### config.mk
export PLATFORM = sky130hd
export DESIGN_NAME = dnn_acc_rd_arb
export DESIGN_NICKNAME = d
export VERILOG_FILES = /design/src/rtl/dnn_acc_pkg.sv /design/src/rtl/dnn_acc_rr_pick.sv /design/src/rtl/dnn_acc_rd_arb.sv
export SDC_FILE = /design/constraint.sdc
export NUM_CORES = 1
export LEC_CHECK = 0
export ABC_AREA = 1
export BUFFER_PORTS_ARGS = -buffer_cell sky130_fd_sc_hd__buf_2
export CORE_AREA = 2 2 134 136
export CTS_BUF_LIST = sky130_fd_sc_hd__clkbuf_16
export DETAILED_ROUTE_END_ITERATION = 8
export DIE_AREA = 0 0 136 138
export GPL_TIMING_DRIVEN = 0
export PLACE_DENSITY = 0.46
export SLEW_MARGIN = 15
export SYNTH_ARGS = -nofsm -noshare
export SYNTH_HDL_FRONTEND = slang
export SYNTH_SLANG_ARGS = --single-unit
### constraint.sdc
create_clock -name user_clk -period 1.6 [get_ports user_clk]
set_input_delay 0.16 -clock user_clk [delete_from_list [all_inputs] [get_ports user_clk]]
set_output_delay 0.16 -clock user_clk [all_outputs]
set_load 0.01 [all_outputs]
### src/rtl/dnn_acc_pkg.sv
`default_nettype none
// +--------------------------------------------------------------------------+
// | Package : dnn_acc_pkg                                                    |
// | Purpose : Shared types and constants for the accelerator read arbiter:   |
// |           FSM state encoding, AXI burst/response codes, beat-counter     |
// |           width.                                                         |
// | Revision: 1.0 - initial release                                          |
// +--------------------------------------------------------------------------+
package dnn_acc_pkg;

  typedef enum logic [1:0] {
    ST_IDLE = 2'd0,
    ST_ADDR = 2'd1,
    ST_DATA = 2'd2
  } state_t;

  localparam logic [1:0] AXI_BURST_FIXED = 2'b00;
  localparam logic [1:0] AXI_BURST_INCR  = 2'b01;
  localparam logic [1:0] AXI_BURST_WRAP  = 2'b10;

  localparam logic [1:0] AXI_RESP_OKAY   = 2'b00;
  localparam logic [1:0] AXI_RESP_EXOKAY = 2'b01;
  localparam logic [1:0] AXI_RESP_SLVERR = 2'b10;
  localparam logic [1:0] AXI_RESP_DECERR = 2'b11;

  // Wide enough to count a full 16-beat AXI3 burst (0..16).
  localparam int BEAT_CNT_W = 5;

endpackage
`default_nettype wire

### src/rtl/dnn_acc_rr_pick.sv
`default_nettype none
// +--------------------------------------------------------------------------+
// | Module  : dnn_acc_rr_pick                                                |
// | Purpose : Two-way winner selection for the read arbiter.                 |
// |           DNN_ACC_RD_ARB_RR_EN defined : round-robin against last_grant. |
// |           DNN_ACC_RD_ARB_RR_EN undefined : fixed priority, req0 wins.    |
// | Ports   : req0, req1   - requester AR valid                              |
// |           last_grant   - index of the previous owner                     |
// |           pick         - winning index (meaningful when any req high)    |
// | Revision: 1.0 - initial release                                          |
// +--------------------------------------------------------------------------+
module dnn_acc_rr_pick (
  input  logic req0,
  input  logic req1,
  input  logic last_grant,
  output logic pick
);

`ifdef DNN_ACC_RD_ARB_RR_EN
  // Contention goes to whoever did not own the port last time.
  assign pick = (req0 && req1) ? ~last_grant : req1;
`else
  logic unused_last_grant;
  assign unused_last_grant = last_grant;
  assign pick = req1 & ~req0;
`endif

endmodule
`default_nettype wire

### src/rtl/dnn_acc_rd_arb.sv
`default_nettype none
// +--------------------------------------------------------------------------+
// | Module  : dnn_acc_rd_arb                                                 |
// | Purpose : Arbitrates two AXI3 read requesters onto one shared read port, |
// |           one outstanding burst at a time (IDLE -> ADDR -> DATA).        |
// | Ports   : user_clk/user_reset - clock, sync active-high reset            |
// |           m0_*/m1_*  - requester AR and R channels                       |
// |           s_*        - shared-port AR and R channels (ID = grant)        |
// |           grant      - current owner index                               |
// |           len_err    - sticky: wrong beat count or wrong RID seen        |
// | Config  : DNN_ACC_RD_ARB_RR_EN selects round-robin (else fixed prio).    |
// | Revision: 1.0 - initial release                                          |
// +--------------------------------------------------------------------------+
module dnn_acc_rd_arb
  import dnn_acc_pkg::*;
#(
  parameter int ADDR_W = 32,
  parameter int DATA_W = 64,
  parameter int LEN_W  = 4
) (
  input  logic              user_clk,
  input  logic              user_reset,
  // requester 0
  input  logic [ADDR_W-1:0] m0_araddr,
  input  logic [LEN_W-1:0]  m0_arlen,
  input  logic [2:0]        m0_arsize,
  input  logic [1:0]        m0_arburst,
  input  logic              m0_arvalid,
  output logic              m0_arready,
  output logic [DATA_W-1:0] m0_rdata,
  output logic [1:0]        m0_rresp,
  output logic              m0_rlast,
  output logic              m0_rvalid,
  input  logic              m0_rready,
  // requester 1
  input  logic [ADDR_W-1:0] m1_araddr,
  input  logic [LEN_W-1:0]  m1_arlen,
  input  logic [2:0]        m1_arsize,
  input  logic [1:0]        m1_arburst,
  input  logic              m1_arvalid,
  output logic              m1_arready,
  output logic [DATA_W-1:0] m1_rdata,
  output logic [1:0]        m1_rresp,
  output logic              m1_rlast,
  output logic              m1_rvalid,
  input  logic              m1_rready,
  // shared port
  output logic [ADDR_W-1:0] s_araddr,
  output logic [LEN_W-1:0]  s_arlen,
  output logic [2:0]        s_arsize,
  output logic [1:0]        s_arburst,
  output logic              s_arid,
  output logic              s_arvalid,
  input  logic              s_arready,
  input  logic [DATA_W-1:0] s_rdata,
  input  logic [1:0]        s_rresp,
  input  logic              s_rlast,
  input  logic              s_rid,
  input  logic              s_rvalid,
  output logic              s_rready,
  // status
  output logic              grant,
  output logic              len_err
);

  state_t                  state;
  logic                    last_grant;
  logic [LEN_W-1:0]        arlen_q;
  logic [BEAT_CNT_W-1:0]   beat_cnt;
  logic                    pick;
  logic                    in_addr;
  logic                    in_data;
  logic                    r_hs;

  dnn_acc_rr_pick u_pick (
    .req0       (m0_arvalid),
    .req1       (m1_arvalid),
    .last_grant (last_grant),
    .pick       (pick)
  );

  assign in_addr = (state == ST_ADDR);
  assign in_data = (state == ST_DATA);
  assign r_hs    = in_data & s_rvalid & s_rready;

  always_ff @(posedge user_clk) begin
    if (user_reset) begin
      state      <= ST_IDLE;
      grant      <= 1'b0;
      last_grant <= 1'b1;
      arlen_q    <= '0;
      beat_cnt   <= '0;
      len_err    <= 1'b0;
    end else begin
      case (state)
        ST_IDLE: begin
          if (m0_arvalid || m1_arvalid) begin
            grant <= pick;
            state <= ST_ADDR;
          end
        end
        ST_ADDR: begin
          if (s_arready) begin
            arlen_q    <= grant ? m1_arlen : m0_arlen;
            last_grant <= grant;
            beat_cnt   <= '0;
            state      <= ST_DATA;
          end
        end
        ST_DATA: begin
          if (r_hs) begin
            beat_cnt <= beat_cnt + BEAT_CNT_W'(1);
            if (s_rid != grant) len_err <= 1'b1;
            if (s_rlast) begin
              // beat_cnt holds beats already taken, so this is beat
              // beat_cnt+1; it must equal arlen+1.
              if (beat_cnt != BEAT_CNT_W'(arlen_q)) len_err <= 1'b1;
              state <= ST_IDLE;
            end
          end
        end
        default: state <= ST_IDLE;
      endcase
    end
  end

  // Address channel: payload follows the owner; only the owner sees ready.
  assign s_arvalid  = in_addr;
  assign s_arid     = grant;
  assign s_araddr   = grant ? m1_araddr  : m0_araddr;
  assign s_arlen    = grant ? m1_arlen   : m0_arlen;
  assign s_arsize   = grant ? m1_arsize  : m0_arsize;
  assign s_arburst  = grant ? m1_arburst : m0_arburst;
  assign m0_arready = in_addr & ~grant & s_arready;
  assign m1_arready = in_addr &  grant & s_arready;

  // Read data: payload fans out to both, valid is qualified by ownership.
  assign m0_rdata  = s_rdata;
  assign m0_rresp  = s_rresp;
  assign m0_rlast  = s_rlast;
  assign m1_rdata  = s_rdata;
  assign m1_rresp  = s_rresp;
  assign m1_rlast  = s_rlast;
  assign m0_rvalid = in_data & ~grant & s_rvalid;
  assign m1_rvalid = in_data &  grant & s_rvalid;
  assign s_rready  = in_data & (grant ? m1_rready : m0_rready);

endmodule
`default_nettype wire

### After elaboration in Yosys (flattened, before gate mapping)

Index checks and enable logic that the tools add are counted.
Widths: inputs -> output; s select.

| operators by class | value |
|---|---|
| equality and inequality tests | 8 |
| bitwise logic cells | 14 |
| add/sub/neg operators | 1 |
| muxes and demuxes | 16 |
| reductions and logical operators | 8 |

Operators with widths:

| kind | count |
|---|---|
| $mux 32 | 1 |
| $and 1x1->1 | 12 |
| $mux 2 | 5 |
| $mux 5 | 2 |
| $pmux 5 s2 | 1 |
| $ne 2x2->1 const B | 3 |
| $pmux 2 s3 | 1 |
| $reduce_and 2->1 | 3 |
| $add 5x1->5 const B | 1 |
| $ne 5x4->1 | 1 |
| $mux 1 | 4 |
| $mux 4 | 1 |
| $reduce_and 4->1 | 1 |
| $mux 3 | 1 |
| $reduce_and 3->1 | 1 |
| $eq 2x1->1 const B | 1 |
| $eq 2x2->1 const B | 1 |
| $logic_not 2->1 | 1 |
| $ne 2x1->1 const B | 1 |
| $not 1->1 | 2 |
| $reduce_bool 2->1 | 1 |
| $logic_or 1x1->1 | 1 |
| $ne 1x1->1 | 1 |

| word-level totals | value |
|---|---|
| input port bits | 158 |
| bits in registers | 13 |

### Depth between registers and ports, before layout

| logic depth | value |
|---|---|
| word-level depth | 5 |
| mapped depth | 8 |
| mapped depth without buffers | 8 |

### Cells and area by module

A second synthesis with hierarchy kept.

| unflattened totals | value |
|---|---|
| cell total of the unflattened synthesis | 373 |
| area, all modules | 2296.0 um^2 |

Modules (own cells, without submodules):

| module | seq. area each (um^2) | times used | area an instance (um^2) | cells each |
|---|---|---|---|---|
| dnn_acc_rd_arb | 280.3 | 1 | 2285.9 | 371 |
| dnn_acc_rr_pick | 0.0 | 1 | 10.0 | 2 |

### Worst setup path before layout

No wires, ideal clock.

| path | value |
|---|---|
| kind | reg-to-output |
| start point | reg grant |
| end point | out s_araddr[26] |
| arrival time | 1033 ps |
| data required time | 1440 ps |
| cell stages (with the launch flop) | 5 |
| slack | 407 ps |
| cells stage by stage | dfxtp_1 buf_4 clkbuf_1 nand2_1 nand2_1 |

| on the way | value |
|---|---|
| cells in the longest elaborated chain, start to end | 1 |

Ends and longest elaborated chain:

| element | RTL line | RTL |
|---|---|---|
| start, declared | dnn_acc_rd_arb.sv:62 | `output logic grant,` |
| start signal, assigned | dnn_acc_rd_arb.sv:98 | `grant <= pick;` |
| $mux 32 | dnn_acc_rd_arb.sv:130 | `assign s_araddr = grant ? m1_araddr : m0_araddr;` |
| end, declared | dnn_acc_rd_arb.sv:48 | `output logic [ADDR_W-1:0] s_araddr,` |

No other way between the ends.

### Worst setup path after layout

| path | value |
|---|---|
| start point | reg grant |
| end point | out s_araddr[18] |

The elaborated chain is that of the path after synthesis.

==> results.yml <==
final_layout:
  seqCellArea_um2: 263
  synthToLayoutAreaGrowth_pct: 83.2
  n_antenna_cell: 0
  drive_above_1_share_pct: 67.1
  layoutNonFillerInstCount: 882
  fill_cells: 2029
  multi_input_area_um2: 848
  design_area_um2: 4060
  finish.net_count: 813
timing:
  rsz0062_at_grt: "false"
  worst_slew_pin_slew_ns: 0.249
  finalCritPeriodShare_pct: 92.3
  slew_viol_final: 0
  fmax_mhz: 677
  finalCriticalPeriod_ns: 1.48
  skew_ns: 0.00349
  setup_ws_ns: 0.123
  hold_viol: 0
  setup_viol: 0
  finalSetupTns_ns: 0
  maxSlewHeadroom_pct: 83.4
grt:
  grt_start_max_net_pins: 11
  grtUsageTotal_pct: 8.78
  grt_overflow_total: 0
  grt_first_pass_wirelength_um: 12900
  grt_pass1_vias: 2526
  antenna_found_initial: 0
clock_tree:
  clockBufferDepth: 2
  cts_made_buffers: 3
  cts_tree: "yes"
  path_clk_slew_ns: 0.04
  numClockSinks: 13
  clk_latency_ns: 0.25
  htreeDepth: 1
  hold_buffers: 0
  ctsRootBufferMaster: "clkbuf_16"
power:
  pwr-share-seq_pct: 18.1
  leakage_nw: 2.52
  power_density_nw_per_um2: 497
  pwr-share-clk_pct: 23.5
  swShare_pct: 35.8
  combPwrFrac_pct: 58.5
  ir_drop_mv: 0.204
  intPower_mw: 1.30
  p_sw_mw: 0.723
critical_path:
  r2r-start: "grant"
  crit_required_ns: 1.44
  critical_path_class: "reg2out"
  r2r_slack_ns: 0.31
  worstPathArrival_ns: 1.32
  reg2reg_depth: 8
  startpoint_type: "flop"
  worstSetupEndpointType: "output port"
  critPathCapture: "s_araddr[18]"
  critPathLaunch: "grant"
  r2r-end: "beat_cnt[4]"
  path_max_fanout: 10
yosys:
  ys_top_cells_by_count: "nand2_1 (146), buf_4 (136), nor2_1 (16)"
  synth.top_cell.area_share_pct: 46.0
  async_flop_share_pct: 0
  yosysWarnings: 0
  synth_cells: 370
  yosys.area.top_type: "buf_4"
  synthesis.nets: 529
  ys_types: 22
  netlist_area_um2: 2220
  synth.avg_cell_area_um2: 5.99
  ys_ff_latch: 13
  seq_area_frac_synth_pct: 11.7
  yosysMostFrequentCell: "nand2_1"
  synth_edf_count: 0
  synth.area.top_cells: "buf_4 (46%), nand2_1 (25%), dfxtp_1 (12%)"
  synth_flop_cell: "dfxtp_1"
die:
  fp-row-count: 49
  ios: 342
  die-width_um: 136
  die_y_um: 138
  coreArea_um2: 17500
  dieArea_um2: 18800
  start_util_pct: 12.6
placement:
  place_ws_ns: -0.0967
  dp_hpwl_um: 8060
  place_area_um2: 3880
  numPortBuffers: 275
  dp_cells: 874
  gp_congestion: 0.708
route:
  routed_via_density: 3.30
  drc_errors: 0
  num_vias: 2913
  dr.pass1.iters: 4
  detail-route-antenna-nets: 0
  routedWlPerCell_um: 10.4
  drt_iter0_drc: 41
  routed_wl_um: 9180
job:
  cap_violations: 0
hold_path:
  hp-class: "in2reg"
outcome:
  status: "complete, no violations"
[through the flow]
stage / power (mW) / hold slack, ns / util [%]
2_1_floorplan: 1.03 / 0.229 / -
4_1_cts: 2.04 / 0.0960 / 23.0
5_1_grt: 2.17 / 0.111 / 23.2
3_5_place_dp: 1.52 / 0.360 / 22.1
3_3_place_gp: 1.53 / 0.357 / 22.1
6_report: 2.02 / 0.0991 / 23.2
[registers in the layout (all words and copies together), names as in the netlist]
name      count
grant         1
state         2
len_err       1
beat_cnt      5
arlen_q       4
[power groups by stage]
stage / Sequential [mW] / Combinational [mW] / Clock [mW]
2_1_floorplan: 0.366 / 0.663 / 0
3_3_place_gp: 0.368 / 1.16 / 0
6_report: 0.365 / 1.18 / 0.474
4_1_cts: 0.364 / 1.20 / 0.482
5_1_grt: 0.367 / 1.30 / 0.507
3_5_place_dp: 0.368 / 1.16 / 0
[worst min-delay path by stage]
stage | startpoint | end | slack [ns] | depth (start not counted)
after global placement | m0_arvalid | grant | 0.36 | 2
after detailed placement | m0_arvalid | grant | 0.36 | 2
after floorplan | user_reset | arlen_q[2] | 0.23 | 1
after global routing | m0_arvalid | grant | 0.11 | 2
final | m0_arvalid | grant | 0.1 | 2
after CTS | m0_arvalid | grant | 0.1 | 2
[per-layer routing]
layer,up-vias,GRT usage (%),part of all wire [%]
met5,-,0,0
met4,0,1.64,0.89
met3,7,1.10,7.5
met2,155,17.3,54
met1,1189,9.88,38
li1,1562,-,-
[logic make-up (layout without fill, tap and decap cells)]
group / after synthesis / in the layout / synth area share (%)
AOI/OAI and AO/OA: 22 / 22 / 5.19
xor gates and xnor gates: 2 / 2 / 0.790
adders and majority gates: 1 / 1 / 0.564
buffers and inverters: 158 / 441 / 50.0
DFF: 13 / 13 / 11.7
and+or+nand+nor: 174 / 174 / 31.7
[cell type report]
class	instances	area share (%)
buffer	145	27.4
tap	229	7.05
timing repair buffer	279	34.9
sequential	13	6.47
inverter	13	1.26
clock buffer	3	1.85
multi-input combinational	199	20.9
clock inverter	1	0.0924
[placed cells by master, fill, tap and decap left out, types with 2 or more instances in the layout]
cell type	synthesis	layout
a21oi_1	11	11
o21ai_1	2	2
clkbuf_16	0	3
dfxtp_1	13	11
nand2_2	2	2
nor2_4	2	2
dfxtp_2	0	2
buf_6	0	2
buf_4	136	140
inv_2	3	2
buf_12	0	2
nand2_1	146	146
inv_1	10	11
nor2_1	16	16
o21ai_0	7	7
nand3_1	5	5
buf_2	4	277
[critical path, stage by stage (launching register included)]
cell	delay, ns
dfxtp_2	0.34
inv_4	0.11
buf_6	0.15
buf_6	0.15
nand2_1	0.06
nand2_1	0.11
buf_2	0.15
[repair_timing]
| action | 4_1_cts | 5_1_grt |
|---|---|---|
| setup buffers | 4 | 0 |
| endpoints found under the setup margin | 35 | 8 |
| gates resized for setup | 16 | 5 |
| pin swaps | 0 | 0 |
Power figures use the tool's default switching activity.
